<file path="config.mk">
export PLATFORM = sky130hd
export DESIGN_NAME = ps2_host_tx
export DESIGN_NICKNAME = d
export VERILOG_FILES = /design/src/rtl/ps2_host_tx.sv
export SDC_FILE = /design/constraint.sdc
export NUM_CORES = 1
export LEC_CHECK = 0
export CAP_MARGIN = 5
export CORE_MARGIN = 2
export CORE_UTILIZATION = 36
export CTS_CLUSTER_SIZE = 24
export DETAILED_ROUTE_END_ITERATION = 8
export PLACE_DENSITY_LB_ADDON = 0.05
export SYNTH_ARGS = -nofsm -noshare
export SYNTH_HDL_FRONTEND = slang
export SYNTH_SLANG_ARGS = --single-unit
</file>
<file path="constraint.sdc">
create_clock -name clk_i -period 1.9 [get_ports clk_i]
set_input_delay 0.38 -clock clk_i [delete_from_list [all_inputs] [get_ports clk_i]]
set_output_delay 0.38 -clock clk_i [all_outputs]
set_load 0.02 [all_outputs]
</file>
<file path="src/rtl/ps2_host_tx.sv">
// rtl/ps2_host_tx.sv - PS/2 host-to-device command byte transmitter
module ps2_host_tx #(
    parameter int INHIBIT_CYCLES = 1000,
    parameter int TIMEOUT_CYCLES = 200000
) (
    input  logic       clk_i,
    input  logic       rst,
    input  logic [7:0] data_i,
    input  logic       valid_i,
    output logic       ready_o,
    output logic       done_o,
    output logic       ack_o,
    output logic       err_o,
    input  logic       kclk_i,
    input  logic       kdata_i,
    output logic       kclk_oe_o,
    output logic       kdata_oe_o
);

    localparam int IW = (INHIBIT_CYCLES > 1) ? $clog2(INHIBIT_CYCLES + 1) : 1;
    localparam int TW = $clog2(TIMEOUT_CYCLES + 1);
    localparam logic [IW-1:0] INH_LAST = IW'(INHIBIT_CYCLES - 1);
    localparam logic [TW-1:0] TMO_LAST = TW'(TIMEOUT_CYCLES - 1);

    typedef enum logic [2:0] {
        S_IDLE,
        S_INHIBIT,
        S_START,
        S_XFER,
        S_WAIT_IDLE
    } state_t;

    state_t        state_q, state_d;
    logic [IW-1:0] icnt_q, icnt_d;
    logic [TW-1:0] tcnt_q, tcnt_d;
    logic [3:0]    bit_q, bit_d;
    logic [7:0]    data_q, data_d;
    logic          par_q, par_d;
    logic          ready_q, ready_d;
    logic          done_q, done_d;
    logic          ack_q, ack_d;
    logic          err_q, err_d;
    logic          kclk_oe_q, kclk_oe_d;
    logic          kdata_oe_q, kdata_oe_d;

    logic kclk_s1_q, kclk_s2_q, kclk_s3_q;
    logic kdata_s1_q, kdata_s2_q;
    logic fe;
    logic [3:0] bit_n;

    assign fe    = kclk_s3_q & ~kclk_s2_q;
    assign bit_n = bit_q + 4'd1;

    always_ff @(posedge clk_i) begin
        if (rst) begin
            kclk_s1_q  <= 1'b1;
            kclk_s2_q  <= 1'b1;
            kclk_s3_q  <= 1'b1;
            kdata_s1_q <= 1'b1;
            kdata_s2_q <= 1'b1;
        end else begin
            kclk_s1_q  <= kclk_i;
            kclk_s2_q  <= kclk_s1_q;
            kclk_s3_q  <= kclk_s2_q;
            kdata_s1_q <= kdata_i;
            kdata_s2_q <= kdata_s1_q;
        end
    end

    always_ff @(posedge clk_i) begin
        if (rst) begin
            state_q    <= S_IDLE;
            icnt_q     <= '0;
            tcnt_q     <= '0;
            bit_q      <= '0;
            data_q     <= '0;
            par_q      <= 1'b0;
            ready_q    <= 1'b1;
            done_q     <= 1'b0;
            ack_q      <= 1'b0;
            err_q      <= 1'b0;
            kclk_oe_q  <= 1'b0;
            kdata_oe_q <= 1'b0;
        end else begin
            state_q    <= state_d;
            icnt_q     <= icnt_d;
            tcnt_q     <= tcnt_d;
            bit_q      <= bit_d;
            data_q     <= data_d;
            par_q      <= par_d;
            ready_q    <= ready_d;
            done_q     <= done_d;
            ack_q      <= ack_d;
            err_q      <= err_d;
            kclk_oe_q  <= kclk_oe_d;
            kdata_oe_q <= kdata_oe_d;
        end
    end

    always_comb begin
        state_d    = state_q;
        icnt_d     = icnt_q;
        tcnt_d     = tcnt_q;
        bit_d      = bit_q;
        data_d     = data_q;
        par_d      = par_q;
        ready_d    = ready_q;
        done_d     = 1'b0;
        ack_d      = ack_q;
        err_d      = err_q;
        kclk_oe_d  = kclk_oe_q;
        kdata_oe_d = kdata_oe_q;

        case (state_q)
            S_IDLE: begin
                ready_d    = 1'b1;
                kclk_oe_d  = 1'b0;
                kdata_oe_d = 1'b0;
                if (valid_i) begin
                    data_d    = data_i;
                    par_d     = ~^data_i;
                    ack_d     = 1'b0;
                    err_d     = 1'b0;
                    ready_d   = 1'b0;
                    icnt_d    = '0;
                    kclk_oe_d = 1'b1;
                    state_d   = S_INHIBIT;
                end
            end
            S_INHIBIT: begin
                // Device clock edges here are glitches from our own inhibit and are ignored.
                if (icnt_q == INH_LAST) begin
                    kdata_oe_d = 1'b1;
                    state_d    = S_START;
                end else begin
                    icnt_d = icnt_q + 1'b1;
                end
            end
            S_START: begin
                kclk_oe_d  = 1'b0;
                kdata_oe_d = 1'b1;
                tcnt_d     = '0;
                bit_d      = '0;
                state_d    = S_XFER;
            end
            S_XFER, S_WAIT_IDLE: begin
                if (tcnt_q == TMO_LAST) begin
                    kclk_oe_d  = 1'b0;
                    kdata_oe_d = 1'b0;
                    ack_d      = 1'b0;
                    err_d      = 1'b1;
                    done_d     = 1'b1;
                    ready_d    = 1'b1;
                    state_d    = S_IDLE;
                end else begin
                    tcnt_d = tcnt_q + 1'b1;
                    if (state_q == S_WAIT_IDLE) begin
                        if (kclk_s2_q && kdata_s2_q) begin
                            done_d  = 1'b1;
                            ready_d = 1'b1;
                            state_d = S_IDLE;
                        end
                    end else if (fe) begin
                        bit_d = bit_n;
                        if (bit_n <= 4'd8) begin
                            kdata_oe_d = ~data_q[bit_q[2:0]];
                        end else if (bit_n == 4'd9) begin
                            kdata_oe_d = ~par_q;
                        end else if (bit_n == 4'd10) begin
                            kdata_oe_d = 1'b0;
                        end else begin
                            ack_d   = ~kdata_s2_q;
                            err_d   = kdata_s2_q;
                            state_d = S_WAIT_IDLE;
                        end
                    end
                end
            end
            default: begin
                state_d    = S_IDLE;
                ready_d    = 1'b1;
                kclk_oe_d  = 1'b0;
                kdata_oe_d = 1'b0;
            end
        endcase
    end

    assign ready_o    = ready_q;
    assign done_o     = done_q;
    assign ack_o      = ack_q;
    assign err_o      = err_q;
    assign kclk_oe_o  = kclk_oe_q;
    assign kdata_oe_o = kdata_oe_q;

endmodule
</file>
### Word level (Yosys, flattened, before mapping)

Index checks and enable logic that the tools add are counted.

* flip-flop bits (word level): 55
* latch bits: 0
* RAM bits: 0
* bits in read-only memories: 0
* input port bits: 13
* output and inout port bits: 6
* logic and storage cells: 131
* memories: 0

* add/subtract/negate cells: 3
* multiply operators: 0
* div/mod/pow operators: 0
* $lt $le $gt $ge: 2
* equal/unequal tests: 28
* shift-type cells: 0
* muxes and demuxes: 55
* bitwise logic cells: 8
* reductions and logical operators: 18

Operators by type and width (count)
* $pmux W18 S2: 1
* $mux W1: 30
* $mux W3: 9
* $ne A3 B3 Y1 const B: 7
* $mux W10: 2
* $ne A4 B4 Y1 const B: 5
* $pmux W10 S2: 1
* $add A18 B1 Y18 const B: 1
* $eq A18 B18 Y1 const B: 1
* $mux W18: 1
* $ne A2 B2 Y1 const B: 7
* $reduce_and A7 Y1: 2
* $mux W4: 3
* $pmux W3 S4: 1
* $add A10 B1 Y10 const B: 1
* $eq A10 B10 Y1 const B: 1
* $pmux W1 S3: 3
* $eq A4 B4 Y1 const B: 2
* $pmux W4 S2: 1
* $reduce_and A4 Y1: 2
* $reduce_xnor A8 Y1: 1
* $not A1 Y1: 7
* $eq A3 B2 Y1 const B: 2
* $reduce_and A2 Y1: 3
* 14 further kinds: 20

### Longest topological paths before layout

* word-level depth: 9
* gate-level depth with buffers: 9
* gate-level depth less buffers: 7

### Least setup slack after synthesis

Ideal clock, no wire load.

* kind: reg-to-reg
* start point: register bit_q[1]
* end point: register ack_q (netlist: ack_o)
* library setup time: 0.096 ns
* data arrival time: 1.923 ns
* data required time: 1.804 ns
* slack: -0.119 ns
* cell stages (with the launch flop): 8
* path buffers: 0
* period minus slack after synthesis: 2.019 ns
* cell sequence: dfxtp_1 -> ha_1 -> a32o_1 -> a221oi_4 -> nand2_2 -> a221o_1 -> and2_4 -> o41ai_2

* word-level cells in the longest chain between the ends: 4
* elaborated cells on any way between the ends: 8
* those cells by class: add/sub: 1; order compare: 1; eq/ne: 5; reduce/logical: 1

Ends and longest elaborated chain
* start, declared: RTL line 36 `logic [3:0] bit_q, bit_d;`
* start signal, assigned: RTL line 88 `bit_q <= bit_d;`
* $add A4 B1 Y4 (*): RTL line 52 `assign bit_n = bit_q + 4'd1;`
* $le A4 B4 Y1, or another cell as far along: RTL line 165 `if (bit_n <= 4'd8) begin`
* $ne A3 B3 Y1 (no line)
* $reduce_and A7 Y1 (no line) (*)
* end signal, assigned: RTL line 93 `ack_q <= ack_d;`
* end, declared: RTL line 41 `logic ack_q, ack_d;`

Mark *: on every way between the ends. The rest lies on a longest branch, timed or not.
A chain may end at the register's enable or synchronous reset.

### Final worst setup path

* start point: register tcnt_q[1]
* end point: register bit_q[3]

* word-level cells in the longest chain between the ends: 3

Ends and longest elaborated chain
* start, declared: RTL line 35 `logic [TW-1:0] tcnt_q, tcnt_d;`
* start signal, assigned: RTL line 87 `tcnt_q <= tcnt_d;`
* $eq A18 B18 Y1: RTL line 147 `if (tcnt_q == TMO_LAST) begin`
* $ne A2 B2 Y1 (no line)
* $reduce_and A4 Y1 (no line)

Every way passes these cells.

==> impl_metrics.env <==
export IMPL_clock_path_buffers=2
export IMPL_crit_start="tcnt_q[1]"
export IMPL_crit_fanout=3
export IMPL_hold_start="kclk_s1_q"
export IMPL_io_pins=19
export IMPL_diodes=0
export IMPL_avgSynthCellArea_um2=8.71
export IMPL_h_tree_depth=2
export IMPL_pwr_density_cell_mw_per_mm2=640
export IMPL_clock_sinks=55
export IMPL_die_w_um=93.6
export IMPL_num_fill_cells=768
export IMPL_ys_flop_type="dfxtp_1"
export IMPL_peakVddDrop_uv=382
export IMPL_dp_hpwl_um=4980
export IMPL_max_cap_viol_count=0
export IMPL_synthDominantCellAreaShare_pct=38.1
export IMPL_synth_area_leader_cell="dfxtp_1"
export IMPL_grt_overflow=0
export IMPL_tritoncts="built"
export IMPL_grt_max_degree=19
export IMPL_finClkSkew_ps=9.31
export IMPL_die_h_um=93.6
export IMPL_cp_end_kind="flop"
export IMPL_synth_edf_count=0
export IMPL_die_area_mm2=0.00876
export IMPL_ys_ff_latch=55
export IMPL_synth_area_top_cells="dfxtp_1 (38%), xnor2_1 (5.8%), nand2_1 (5.1%), a21oi_1 (4.7%), nor2_1 (4.5%)"
export IMPL_slew_headroom_pct=72.9
export IMPL_cts_buffers=5
export IMPL_grt_pass1_vias=2393
export IMPL_port_buffers=18
export IMPL_layout_cells_non_filler=504
export IMPL_vias=2525
export IMPL_drt_pass1_iterations=4
export IMPL_clock_root_buffer="clkbuf_8"
export IMPL_p_leak_nw=1.43
export IMPL_syn_nets=351
export IMPL_drc=0
export IMPL_gp_congestion=0.788
export IMPL_drive_gt1_share_pct=29.1
export IMPL_netlist_area_mm2=0.00289
export IMPL_syn2layout_area_growth_pct=31.5
export IMPL_worstMarginPinSlew_ps=405
export IMPL_fin_area_mm2=0.00380
export IMPL_r2r_start="tcnt_q[1]"
export IMPL_finalHoldViolCount=0
export IMPL_failed_checks="setup timing"
export IMPL_min_path_type="reg2reg"
export IMPL_yosysWarningCount=0
export IMPL_place_inst=495
export IMPL_cts_hold_buf=0
export IMPL_finalSetupTns_ps=-433
export IMPL_wl_per_cell_um=13.0
export IMPL_drv_slew=0
export IMPL_rows=32
export IMPL_initialDrtViolationCount=102
export IMPL_wl_um=6550
export IMPL_worst_ep_arrival_time_ps=2210
export IMPL_start_util_pct=37.2
export IMPL_fin_ws_ps=-73.8
export IMPL_finalSetupViolations=13
export IMPL_pre_cts_ws_ps=-108
export IMPL_coreArea_mm2=0.00777
export IMPL_min_period_ps=1970
export IMPL_rsz0062_at_grt="yes"
export IMPL_insertion_delay_ps=310
export IMPL_ys_seq_area_share_pct=38.1
export IMPL_viasPerCell=5.01
export IMPL_synth_distinct_cells=64
export IMPL_status="finished with violations"
export IMPL_antenna_found_initial=0
export IMPL_cp_start_kind="flop"
export IMPL_fmax_ghz=0.507
export IMPL_async_flop_share_pct=0
export IMPL_path_clk_slew_ps=100
export IMPL_ant_nets=0
export IMPL_nets=420
export IMPL_place_area_mm2=0.00359
export IMPL_syn_inst=332
export IMPL_worstPathRequired_ps=2140
export IMPL_grtUsageTotal_pct=15.5
export IMPL_path_class="reg2reg"
export IMPL_min_period_over_period_pct=104
export IMPL_grt_pass1_wl_um=10900
==> cell usage after synthesis, types with 5 or more instances <==
master    instances
ha_1              6
xor2_1           11
nand2_1          39
xnor2_1          19
clkbuf_1          9
o21ai_0          14
nor3_1            5
nand3_1          15
a21oi_1          27
nor2_1           35
or2_2             6
nand4_1           5
and3_1           11
dfxtp_1          55
==> cells in the final DEF, fill, tap and decap left out, drive strengths merged, types with 2 or more instances in the layout <==
cell type	netlist	layout
buf	7	61
dfxtp	55	55
nand2	41	41
nor2	35	35
a21oi	28	28
xnor2	19	19
clkdlybuf4s50	0	18
nand3	15	15
o21ai	14	14
xor2	11	11
and3	11	11
clkbuf	10	7
or2	6	6
nor3	6	6
ha	6	6
nand4	5	5
and2	5	5
inv	4	4
a211oi	4	4
nand2b	3	3
o211ai	3	3
nor2b	3	3
or3	3	3
nand4bb	2	2
a31oi	2	2
mux4	2	2
nand3b	2	2
a22oi	2	2
nor3b	2	2
a21o	2	2
==> cell type report <==
| type | count | area (um2) | share of cell area [%] |
|---|---|---|---|
| clock buffer | 7 | 108 | 2.83 |
| clock inverter | 1 | 5.00 | 0.132 |
| inverter | 4 | 15.0 | 0.395 |
| multi-input combinational | 256 | 1780 | 46.8 |
| sequential | 55 | 1110 | 29.2 |
| tap | 102 | 128 | 3.36 |
| timing repair buffer | 79 | 654 | 17.2 |
==> worst paths after layout <==
path | end | slack [ps] | cells after the start
max | bit_q[3] | -70 | 8
min | kclk_s2_q | 420 | 1
max reg2reg | bit_q[3] | -70 | 8
min reg2reg | kclk_s2_q | 420 | 1
==> sequential cells by signal, summed over array words and instances (netlist names), 3 cells and up <==
register / flops
bit_q: 4
icnt_q: 10
state_q: 3
tcnt_q: 18
data_q: 8
==> cells by family (layout without fill, tap and decap cells) <==
group | Yosys count | count (layout) | synth area share [%]
buf+inv | 21 | 91 | 4.41
flops | 55 | 55 | 38.1
mux | 4 | 4 | 2.29
xor+xnor | 30 | 30 | 9.09
compound gates | 72 | 72 | 17.5
fa+ha+maj | 6 | 6 | 2.60
simple gates | 144 | 144 | 26.0
==> what timing repair did <==
| item | in CTS | in global routing |
|---|---|---|
| pin swaps | 17 | 3 |
| buffers inserted | 3 | 0 |
| endpoints found under the setup margin | 20 | 28 |
| resized for setup | 16 | 12 |
==> power breakdown <==
group	switching [mW]	internal (mW)	leakage, nW
clock	0.389	0.375	0.0594
sequential	0.0297	1.19	0.449
combinational	0.231	0.216	0.926
==> stage by stage <==
step / hold WS (ps) / total power, mW / utilization [%]
after floorplan: 389 / 1.50 / -
after global placement: 400 / 1.68 / 46.2
after detailed placement: 393 / 1.68 / 46.2
after CTS: 420 / 2.46 / 48.4
after global routing: 428 / 2.55 / 48.9
final: 417 / 2.43 / 48.9
==> metal layers <==
layer  wire [um]  share of wire [%]  global-route usage (%)
met5           0                  0                       0
met4          68                1.0                    3.99
met3         188                2.9                    2.82
met2        2900                 44                    24.9
met1        3390                 52                    21.5
==> critical path, stage by stage, from the launching register on <==
cell and delay, ps:
dfxtp_1 350, ha_4 170, and3_4 170, and3_4 180
a21o_1 240, a2111oi_4 370, buf_4 180, nand4bb_1 100
a21oi_1 150
No activity file was read; power rests on OpenSTA's default activity.
